===== config.mk =====
export PLATFORM = sky130hd
export DESIGN_NAME = fp_normalize_pipe_flat
export DESIGN_NICKNAME = d
export VERILOG_FILES = /design/src/rtl/fp_normalize_pipe_if.sv /design/src/rtl/fp_normalize_pipe.sv /design/src/flat_wrapper.sv
export SDC_FILE = /design/constraint.sdc
export NUM_CORES = 1
export LEC_CHECK = 0
export ABC_AREA = 1
export CAP_MARGIN = 10
export CORE_MARGIN = 3
export CORE_UTILIZATION = 56
export DETAILED_ROUTE_END_ITERATION = 6
export PLACE_DENSITY = 0.77
export SYNTH_ARGS = -nofsm -noshare
export SYNTH_HDL_FRONTEND = slang
export SYNTH_SLANG_ARGS = --single-unit

===== constraint.sdc =====
create_clock -name clk -period 4.5 [get_ports clk]
set_input_delay 1.125 -clock clk [delete_from_list [all_inputs] [get_ports clk]]
set_output_delay 1.125 -clock clk [all_outputs]
set_load 0.02 [all_outputs]

===== src/rtl/fp_normalize_pipe_if.sv =====
// Handshake and data bundle for the FP normalise/round pipeline.
// The upstream side (in_*) carries the aligned significand, carry and GRS bits;
// the downstream side (out_*) carries the packed-ready result and flags.
// The DUT connects through the slave modport, the driver through master.
`timescale 1ns/1ps
interface fp_normalize_pipe_if #(
  parameter int EXP_W = 8,
  parameter int MAN_W = 23
) ();
  logic             in_valid;
  logic             in_ready;
  logic             in_sign;
  logic [EXP_W-1:0] in_exp;
  logic [MAN_W:0]   in_mant;
  logic             in_carry;
  logic             in_guard;
  logic             in_round;
  logic             in_sticky;

  logic             out_valid;
  logic             out_ready;
  logic             out_sign;
  logic [EXP_W-1:0] out_exp;
  logic [MAN_W-1:0] out_mant;
  logic             out_overflow;
  logic             out_underflow;
  logic             out_inexact;

  modport master (
    output in_valid, in_sign, in_exp, in_mant, in_carry, in_guard, in_round, in_sticky,
    output out_ready,
    input  in_ready,
    input  out_valid, out_sign, out_exp, out_mant, out_overflow, out_underflow, out_inexact
  );

  modport slave (
    input  in_valid, in_sign, in_exp, in_mant, in_carry, in_guard, in_round, in_sticky,
    input  out_ready,
    output in_ready,
    output out_valid, out_sign, out_exp, out_mant, out_overflow, out_underflow, out_inexact
  );
endinterface


===== src/rtl/fp_normalize_pipe.sv =====
// Two-stage normalise-and-round stage for the FP adder datapath.
//   Stage 1: normalise by right shift on carry-out or left shift by the
//            leading-zero count; classify zero and tiny results.
//   Stage 2: round-to-nearest-even, overflow/underflow detection, flags.
// Valid/ready on both sides; in_ready is combinational from out_ready.
// Optional macro FPNORM_SUBNORMAL_EN: gradual underflow (subnormal results)
// instead of the default flush-to-zero.
`timescale 1ns/1ps
module fp_normalize_pipe #(
  parameter int EXP_W = 8,
  parameter int MAN_W = 23
) (
  input  logic              clk,
  input  logic              reset_n,
  fp_normalize_pipe_if.slave bus
);

  // Exponent arithmetic is done signed with two spare bits so that both the
  // carry increment and the LZC decrement fit without wrapping.
  localparam int             XW      = EXP_W + 2;
  localparam int             LZ_W    = $clog2(MAN_W + 2);
  localparam logic [XW-1:0]  EXP_MAX = XW'((1 << EXP_W) - 1);

  // Stage-1 payload: normalised fraction (implicit bit dropped) plus GRS.
  typedef struct packed {
    logic             sign;
    logic             zero;
    logic             tiny;
    logic [XW-1:0]    exp;
    logic [MAN_W-1:0] frac;
    logic             g;
    logic             r;
    logic             s;
  } norm_t;

  // Stage-2 payload: the final result as presented on the output port.
  typedef struct packed {
    logic             sign;
    logic [EXP_W-1:0] exp;
    logic [MAN_W-1:0] mant;
    logic             ovf;
    logic             unf;
    logic             inx;
  } res_t;

  logic  s1_valid_q, s1_valid_d;
  logic  s2_valid_q, s2_valid_d;
  norm_t s1_q, s1_d, norm;
  res_t  s2_q, s2_d, rnd;
  logic  s1_adv, s2_adv;

  // A stage moves forward when it is empty or its successor is moving.
  assign s2_adv      = !s2_valid_q || bus.out_ready;
  assign s1_adv      = !s1_valid_q || s2_adv;
  assign bus.in_ready = s1_adv;

  logic [LZ_W-1:0] lz;

  // Leading-zero count of the incoming significand (highest set bit wins).
  always_comb begin
    // NOTE: every combinational output gets a default first so no path leaves it unassigned (no latch).
    lz = '0;
    for (int i = 0; i <= MAN_W; i++) begin
      if (bus.in_mant[i]) lz = LZ_W'(MAN_W - i);
    end
  end

  logic [XW-1:0]        lz_x, exp_in_x, shamt;
  logic signed [XW-1:0] exp_lz;
  logic [MAN_W+1:0]     ext_sh;

  // Stage-1 normalisation: carry right-shift, LZC left-shift or zero beat.
  always_comb begin
    norm      = '0;
    lz_x      = XW'(lz);
    exp_in_x  = XW'(bus.in_exp);
    exp_lz    = $signed(exp_in_x) - $signed(lz_x);
    shamt     = lz_x;
    ext_sh    = '0;
    norm.sign = bus.in_sign;
    if (!bus.in_carry && (bus.in_mant == '0)) begin
      norm.zero = 1'b1;
    end else if (bus.in_carry) begin
      // {1, mant} >> 1: the new implicit bit is the carry, mant[0] becomes G.
      norm.frac = bus.in_mant[MAN_W:1];
      norm.g    = bus.in_mant[0];
      norm.r    = bus.in_guard;
      norm.s    = bus.in_round | bus.in_sticky;
      norm.exp  = exp_in_x + XW'(1);
    end else begin
      norm.tiny = exp_lz[XW-1] || (exp_lz == '0);
`ifdef FPNORM_SUBNORMAL_EN
      // Stop the shift where the exponent reaches the subnormal boundary.
      if (norm.tiny) shamt = (exp_in_x == '0) ? '0 : exp_in_x - XW'(1);
`endif
      // The implicit bit is dropped before the shift: when shamt > 0 it is
      // zero anyway, and when shamt = 0 it is exactly the bit being discarded.
      ext_sh    = {bus.in_mant[MAN_W-1:0], bus.in_guard, bus.in_round} << shamt;
      norm.frac = ext_sh[MAN_W+1:2];
      norm.g    = ext_sh[1];
      norm.r    = ext_sh[0];
      norm.s    = bus.in_sticky;
      norm.exp  = norm.tiny ? '0 : exp_lz;
    end
  end

  logic             inc;
  logic [MAN_W:0]   sum;
  logic [XW-1:0]    exp_f;

  // Stage-2 RNE rounding, overflow saturation and underflow handling.
  always_comb begin
    rnd      = '0;
    inc      = s1_q.g & (s1_q.r | s1_q.s | s1_q.frac[0]);
    sum      = {1'b0, s1_q.frac} + (MAN_W+1)'(inc);
    // A fraction carry means the significand became 10.000..: bump exponent.
    exp_f    = s1_q.exp + XW'(sum[MAN_W]);
    rnd.sign = s1_q.sign;
    if (s1_q.zero) begin
      rnd.sign = s1_q.sign;
    end else if (s1_q.tiny) begin
`ifdef FPNORM_SUBNORMAL_EN
      // A carry into the implicit position promotes the subnormal to exp=1.
      rnd.exp  = EXP_W'(sum[MAN_W]);
      rnd.mant = sum[MAN_W-1:0];
      rnd.inx  = s1_q.g | s1_q.r | s1_q.s;
      rnd.unf  = s1_q.g | s1_q.r | s1_q.s;
`else
      rnd.unf  = 1'b1;
      rnd.inx  = 1'b1;
`endif
    end else if (exp_f >= EXP_MAX) begin
      rnd.exp = '1;
      rnd.ovf = 1'b1;
      rnd.inx = 1'b1;
    end else begin
      rnd.exp  = exp_f[EXP_W-1:0];
      rnd.mant = sum[MAN_W-1:0];
      rnd.inx  = s1_q.g | s1_q.r | s1_q.s;
    end
  end

  // Next-state for both pipeline stages; bubbles load all-zero payloads so
  // the output flags read 0 whenever out_valid is low.
  always_comb begin
    s1_valid_d = s1_valid_q;
    s1_d       = s1_q;
    s2_valid_d = s2_valid_q;
    s2_d       = s2_q;
    if (s1_adv) begin
      s1_valid_d = bus.in_valid;
      s1_d       = bus.in_valid ? norm : '0;
    end
    if (s2_adv) begin
      s2_valid_d = s1_valid_q;
      s2_d       = s1_valid_q ? rnd : '0;
    end
  end

  // Pipeline registers with asynchronous clear.
  always_ff @(posedge clk or negedge reset_n) begin
    if (!reset_n) begin
      // NOTE: data registers are cleared too, so a reset mid-stall leaves no stale result on the port.
      s1_valid_q <= 1'b0;
      s2_valid_q <= 1'b0;
      s1_q       <= '0;
      s2_q       <= '0;
    end else begin
      // NOTE: non-blocking assignments so every flop samples pre-edge values.
      s1_valid_q <= s1_valid_d;
      s2_valid_q <= s2_valid_d;
      s1_q       <= s1_d;
      s2_q       <= s2_d;
    end
  end

  assign bus.out_valid     = s2_valid_q;
  assign bus.out_sign      = s2_q.sign;
  assign bus.out_exp       = s2_q.exp;
  assign bus.out_mant      = s2_q.mant;
  assign bus.out_overflow  = s2_q.ovf;
  assign bus.out_underflow = s2_q.unf;
  assign bus.out_inexact   = s2_q.inx;

endmodule


===== src/flat_wrapper.sv =====
// flat-port wrapper written by rule: the top's interface ports become plain ports
module fp_normalize_pipe_flat 
#(
  parameter int EXP_W = 8,
  parameter int MAN_W = 23
)
  (clk, reset_n, bus_in_valid, bus_in_sign, bus_in_exp, bus_in_mant, bus_in_carry, bus_in_guard, bus_in_round, bus_in_sticky, bus_out_ready, bus_in_ready, bus_out_valid, bus_out_sign, bus_out_exp, bus_out_mant, bus_out_overflow, bus_out_underflow, bus_out_inexact);
  fp_normalize_pipe_if #(.EXP_W(EXP_W), .MAN_W(MAN_W)) bus_i ();
  input  logic clk;
  input  logic reset_n;
  input wire logic [$bits(bus_i.in_valid)-1:0] bus_in_valid;
  input wire logic [$bits(bus_i.in_sign)-1:0] bus_in_sign;
  input wire logic [$bits(bus_i.in_exp)-1:0] bus_in_exp;
  input wire logic [$bits(bus_i.in_mant)-1:0] bus_in_mant;
  input wire logic [$bits(bus_i.in_carry)-1:0] bus_in_carry;
  input wire logic [$bits(bus_i.in_guard)-1:0] bus_in_guard;
  input wire logic [$bits(bus_i.in_round)-1:0] bus_in_round;
  input wire logic [$bits(bus_i.in_sticky)-1:0] bus_in_sticky;
  input wire logic [$bits(bus_i.out_ready)-1:0] bus_out_ready;
  output wire logic [$bits(bus_i.in_ready)-1:0] bus_in_ready;
  output wire logic [$bits(bus_i.out_valid)-1:0] bus_out_valid;
  output wire logic [$bits(bus_i.out_sign)-1:0] bus_out_sign;
  output wire logic [$bits(bus_i.out_exp)-1:0] bus_out_exp;
  output wire logic [$bits(bus_i.out_mant)-1:0] bus_out_mant;
  output wire logic [$bits(bus_i.out_overflow)-1:0] bus_out_overflow;
  output wire logic [$bits(bus_i.out_underflow)-1:0] bus_out_underflow;
  output wire logic [$bits(bus_i.out_inexact)-1:0] bus_out_inexact;
  assign bus_i.in_valid = bus_in_valid;
  assign bus_i.in_sign = bus_in_sign;
  assign bus_i.in_exp = bus_in_exp;
  assign bus_i.in_mant = bus_in_mant;
  assign bus_i.in_carry = bus_in_carry;
  assign bus_i.in_guard = bus_in_guard;
  assign bus_i.in_round = bus_in_round;
  assign bus_i.in_sticky = bus_in_sticky;
  assign bus_i.out_ready = bus_out_ready;
  assign bus_in_ready = bus_i.in_ready;
  assign bus_out_valid = bus_i.out_valid;
  assign bus_out_sign = bus_i.out_sign;
  assign bus_out_exp = bus_i.out_exp;
  assign bus_out_mant = bus_i.out_mant;
  assign bus_out_overflow = bus_i.out_overflow;
  assign bus_out_underflow = bus_i.out_underflow;
  assign bus_out_inexact = bus_i.out_inexact;
  fp_normalize_pipe #(.EXP_W(EXP_W), .MAN_W(MAN_W)) u_core (.clk(clk), .reset_n(reset_n), .bus(bus_i));
endmodule

# == After elaboration in Yosys (flattened, before gate mapping) ==
# Index checks and enable logic that the tools add are counted.
# totals
ff_bits,76
in_bits,41
output_inout_bits,37
word_cells,76
# classes
n_addsub,4
order_cmp,1
n_shift,1
muxes,39
bitwise_logic,6
n_reduce_logical,9
# op_table
cell,n
two-way mux 5 bit,24
two-way mux 39 bit,1
two-way mux 37 bit,1
two-way mux 36 bit,1
two-way mux 35 bit,1
two-way mux 34 bit,1
two-way mux 32 bit,1
left shift 25 x 5 -> 25 bit,1
adder 23 x 1 -> 24 bit,1
zero test 24 bit,1
two-way mux 23 bit,1
adder 10 x 1 -> 10 bit,1
>= comparator 10 x 8 -> 1 bit (second input constant),1
zero test 10 bit,1
two-way mux 10 bit,1
adder 8 x 1 -> 9 bit (second input constant),1
subtractor 8 x 5 -> 9 bit,1
two-way mux 8 bit,1
two-way mux 1 bit,6
OR 1 bit,5
zero test 1 bit,3
logical OR 1 bit,3
bitwise AND 1 bit,1
logical AND 1 bit,1

# == Depth between registers and ports, before layout ==
# depth
depth_word,31
ltp_mapped,37

# == Worst setup path after synthesis ==
# Ideal clock, no wire load.
# synth_timing
path_kind,input to register
from,input bus_in_mant[1]
to,register u_core.s1_q[26] (netlist name)
arrival_time_ns,4.247
required_time_ns,4.378
slack_ns,0.132
path_stages,36
path_cell_list,inv_2 -> nand2_1 -> nand2_1 -> nand2_1 -> nand2_1 -> nand2_1 -> nand2_1 -> nand2_1 -> nand2_1 -> nand2_1 -> nand2_1 -> nand2_1 -> nand2_1 -> nand2_1 -> nand2_1 -> nand2_1 -> nand2_1 -> nand2_1 -> nand2_1 -> nand2_1 -> nand2_2 -> nand2_4 -> nand2_4 -> buf_6 -> ha_1 -> fa_1 -> o21bai_1 -> a21oi_1 -> nor2_1 -> nor3_1 -> xor2_1 -> nor4_1 -> nand2_1 -> nand2_1 -> o21ai_0 -> a32o_1
# synth_between
elab_chain_len,30
# synth_rtl
item,line_no,source
"start, declared",flat_wrapper.sv:14,input wire logic [$bits(bus_i.in_mant)-1:0] bus_in_mant;
two-way mux 5 bit (23 in series),fp_normalize_pipe.sv:64,if (bus.in_mant[i]) lz = LZ_W'(MAN_W - i);
subtractor 8 x 5 -> 9 bit,fp_normalize_pipe.sv:77,exp_lz = $signed(exp_in_x) - $signed(lz_x);
zero test 10 bit,fp_normalize_pipe.sv:91,norm.tiny = exp_lz[XW-1] || (exp_lz == '0);
logical OR 1 bit,fp_normalize_pipe.sv:91,
two-way mux 10 bit,fp_normalize_pipe.sv:103,norm.exp = norm.tiny ? '0 : exp_lz;
two-way mux 36 bit,fp_normalize_pipe.sv:83,end else if (bus.in_carry) begin
two-way mux 37 bit *,fp_normalize_pipe.sv:81,if (!bus.in_carry && (bus.in_mant == '0)) begin
two-way mux 39 bit *,fp_normalize_pipe.sv:152,s1_d = bus.in_valid ? norm : '0;
"end signal, assigned",fp_normalize_pipe.sv:166,s1_q <= '0;
"end signal, assigned",fp_normalize_pipe.sv:172,s1_q <= s1_d;
"end, declared",fp_normalize_pipe.sv:48,"norm_t s1_q, s1_d, norm;"
# Mark *: on every way between the ends. The rest lies on a longest branch, timed or not.
# A chain may end at the register's enable or synchronous reset.

# == Worst setup path after layout ==
# layout_timing
from,register u_core.s1_q[2] (netlist name)
to,"register u_core.s2_q, in the netlist u_core.bus.out_mant[16]"
# layout_between
elab_chain_len,8
# layout_rtl
item,line_no,source
bitwise AND 1 bit *,fp_normalize_pipe.sv:114,inc = s1_q.g & (s1_q.r | s1_q.s | s1_q.frac[0]);
adder 23 x 1 -> 24 bit *,fp_normalize_pipe.sv:115,"sum = {1'b0, s1_q.frac} + (MAN_W+1)'(inc);"
adder 10 x 1 -> 10 bit,fp_normalize_pipe.sv:117,exp_f = s1_q.exp + XW'(sum[MAN_W]);
>= comparator 10 x 8 -> 1 bit,fp_normalize_pipe.sv:132,end else if (exp_f >= EXP_MAX) begin
two-way mux 23 bit *,fp_normalize_pipe.sv:132,
two-way mux 32 bit *,fp_normalize_pipe.sv:121,end else if (s1_q.tiny) begin
two-way mux 34 bit *,fp_normalize_pipe.sv:119,if (s1_q.zero) begin
two-way mux 35 bit *,fp_normalize_pipe.sv:156,s2_d = s1_valid_q ? rnd : '0;
"end signal, assigned",fp_normalize_pipe.sv:167,s2_q <= '0;
"end signal, assigned",fp_normalize_pipe.sv:173,s2_q <= s2_d;
"end, declared",fp_normalize_pipe.sv:49,"res_t s2_q, s2_d, rnd;"
# Marks and branches as above.

==> results_dict.tcl <==
set metrics [dict create \
    first_global_vias 6377 \
    netlist.area_leader.share_pct 34.1 \
    yosys-top-cells-count "249 x nand2_1, 133 x nand3_1, 81 x inv_1, 76 x dfrtp_1, 48 x nor2_1" \
    growth_of_design_area_from_synthesis_to_finish_pct 30.9 \
    worst_path_most_repeated_cell "nor2_4" \
    clk_pin_slew_worst_paths_ps 90 \
    cts_made_buffers 9 \
    gp_congestion 0.984 \
    synth.lib_cells_used.distinct 41 \
    synth.yosys.warnings 0 \
    tritoncts "done" \
    setup.worst_path.end "u_core.bus.out_mant[16]$_DFFE_PN0P_" \
    drt_wl_total_mm 21.9 \
    synth_top_flop_cell "dfrtp_1" \
    via_per_inst 6.29 \
    grtUsageTotal_pct 35.4 \
    slowest_delay_ps 400 \
    end_kind "flip-flop" \
    die-area_mm2 0.0112 \
    timing.slew.headroom_pct 52.8 \
    drtIter0Drc 1006 \
    hold_violations 0 \
    timing.fmax_ghz 0.210 \
    synthMostInstantiatedCell "nand2_1" \
    grt_start_max_net_pins 56 \
    regToRegSetupSlack_ps -270 \
    final.min_clock_period_ps 4770 \
    die_h_um 106 \
    drt_pass1_iterations 7 \
    regToRegStartpoint "u_core.s1_q[2]$_DFFE_PN0P_" \
    area.sequential_mm2 0.00190 \
    fp.coreArea_mm2 0.00946 \
    dpl.cell_count 1067 \
    i_o_pin_total 78 \
    layoutNonFillerInstCount 1103 \
    number_of_buffers_inserted_by_hold_repair_at_cts 0 \
    fillers 655 \
    status "complete, but fails checks" \
    tritoncts_sink_count 76 \
    worst-slew-pin-transition_ps 703 \
    multiInputGateArea_mm2 0.00338 \
    vias 6939 \
    port_buffers 77 \
    worst_setup_path_class "flip-flop to flip-flop" \
    drv_slew 0 \
    finalClockSkew_ps 16.7 \
    reported_max_cap_violation_count 0 \
    cp.required_ps 4740 \
    path_max_fanout 13 \
    globalRoute.totalOverflow 0 \
    clkLatencyLatePin_ps 350 \
    least_setup_slack_across_all_paths_after_layout_ps -267 \
    peakVddDrop_mv 0.149 \
    min_path_type "flip-flop to flip-flop" \
    die_width_um 106 \
    synth.net_count 893 \
    regToRegEndpoint "u_core.bus.out_mant[16]$_DFFE_PN0P_" \
    critical_path_arrival_ps 5010 \
    cts.path.max_buffers 2 \
    synth_seq_area_share_pct 34.1 \
    layout.core_utilization_pct 77.1 \
    antenna_left 0 \
    insertedDiodeCount 0 \
    postSynthRegisterBits 76 \
    final_min_period_over_clock_period_pct 106 \
    syn_area_mm2 0.00557 \
    synth.largest_area_cell "dfrtp_1" \
    ctsHtreeMaxLevel 3 \
    timing.critical_path.slowest_stage_cell "dfrtp_1" \
    pwr_density_cell_mw_per_mm2 283 \
    setup_viol_count_final 21 \
    post-route-drc-count 3 \
    synth_edf_count 0 \
    grt_first_pass_wirelength_mm 32.1 \
    num_rows 35 \
    dp.final_hpwl_mm 14.2 \
    synth_top_area_cells "dfrtp_1 34%, nand2_1 17%, nand3_1 12%" \
    static_leakage_uw 0.00355 \
    synth-async-reset-ratio_pct 100 \
    cp-start-kind "flip-flop" \
    syn-instance-count 841 \
    antenna_found_initial 0 \
    synth.avg_cell_area_um2 6.62 \
    route.detailed.wl_per_inst_um 19.8 \
    floorplan.initialDensity_pct 58.9 \
    worst_r2r_path_depth 28 \
    startpoint "u_core.s1_q[2]$_DFFE_PN0P_" \
    root_buffer "clkbuf_8" \
    violated_checks "design-rule violations, negative setup slack" \
    final_nets 1021 \
    setup_repair_after_global_routing_missed_its_margin "true" \
    post_route_cells_drive_above_1_share_pct 14.7 \
]
[stage by stage]
stage	TNS, ps	hold WS [ps]	power [uW]	cell area (um^2)	setup slack (ps)
after floorplan	0	449	1210	5570	132
after global placement	-2410	460	1480	6760	-391
after detailed placement	-3880	470	1510	6760	-457
after CTS	0	497	1970	6980	1.92
after global routing	-7430	522	2150	7290	-443
final	-2220	514	2060	7290	-267
[layout by cell type, fill, tap and decap left out, types with 3 or more instances in the layout]
master,count
a21oi_1,45
a22o_1,5
a31oi_1,3
a32o_1,10
buf_4,70
clkbuf_8,9
clkdlybuf4s50_1,68
clkinvlp_4,6
dfrtp_1,76
dlymetal6s2s_1,6
ha_1,8
inv_1,76
inv_2,8
nand2_1,246
nand2_2,4
nand3_1,127
nand3_2,4
nand3_4,3
nand4_1,10
nor2_1,38
nor2_2,6
nor2_4,6
nor3_1,5
nor3_4,3
nor4_1,6
o211ai_1,6
o21ai_0,41
o21ai_1,25
o22ai_1,3
or2_2,4
xnor2_1,3
xor2_1,14
[registers in the layout, summed over array words and instances (netlist names)]
name and flops:
u_core.s1_q 38, u_core.bus.out_mant 23, u_core.bus.out_exp 8, u_core.bus.out_inexact 1, u_core.bus.out_overflow 1, u_core.bus.out_sign 1
u_core.bus.out_underflow 1, u_core.bus.out_valid 1, u_core.rnd 1, u_core.s1_valid_q 1
[worst min-delay path by stage]
| stage | startpoint | end | depth (start not counted) |
|---|---|---|---|
| floorplan | u_core.s1_valid_q$_DFFE_PN0P_ | u_core.bus.out_valid$_DFFE_PN0P_ | 2 |
| global placement | u_core.s1_valid_q$_DFFE_PN0P_ | u_core.bus.out_valid$_DFFE_PN0P_ | 2 |
| detailed placement | u_core.s1_q[1]$_DFFE_PN0P_ | u_core.s1_q[1]$_DFFE_PN0P_ | 2 |
| CTS | u_core.bus.out_mant[17]$_DFFE_PN0P_ | u_core.bus.out_mant[17]$_DFFE_PN0P_ | 2 |
| global route | u_core.bus.out_mant[15]$_DFFE_PN0P_ | u_core.bus.out_mant[15]$_DFFE_PN0P_ | 2 |
| finish | u_core.bus.out_mant[3]$_DFFE_PN0P_ | u_core.bus.out_mant[3]$_DFFE_PN0P_ | 2 |
[power by group]
part / switching [uW] / internal, uW / total, uW
sequential: 84.5 / 763 / 848
combinational: 444 / 287 / 731
clock: 281 / 204 / 485
total: 810 / 1250 / 2060
[what timing repair did]
action / 4_1_cts / 5_1_grt
setup endpoints to repair: 39 / 42
cloned: 0 / 1
buffers inserted: 2 / 16
resized for setup: 10 / 52
pin swaps: 6 / 27
[worst max-delay path: cells and delay by family, from the launching register on]
family	cells	cell delay (ps)
fa+ha+maj	1	260
flops	1	400
xor+xnor	1	150
compound gates	2	450
buf+inv	6	640
simple gates	18	2720
[routing by layer]
metal  global-route usage (%)  routed length [um]  vias to the layer above
li1                         -                   -                     3081
met1                     47.5                8250                     3192
met2                     58.2               10200                      548
met3                     6.67                2360                      118
met4                     10.8                1050                        0
met5                        0                   0                        -
[final cells by class]
class / instances / area share [%]
clock buffers: 10 / 1.75
clock inverters: 6 / 0.652
inverters: 86 / 4.48
multi-input cells: 645 / 46.4
flip-flops and latches: 76 / 26.1
well taps: 129 / 2.21
repair buffers: 150 / 18.4
repair inverters: 1 / 0.103
[logic make-up (layout without fill, tap and decap cells)]
| kind of cell | Yosys count | in the layout | synth area share (%) |
|---|---|---|---|
| and+or+nand+nor | 466 | 466 | 36.1 |
| AOI/OAI and AO/OA | 151 | 151 | 16.0 |
| buffers and inverters | 120 | 253 | 8.44 |
| DFF | 76 | 76 | 34.1 |
| xor gates and xnor gates | 17 | 17 | 2.67 |
| adders and majority gates | 11 | 11 | 2.60 |
No activity file was read; power rests on OpenSTA's default activity.
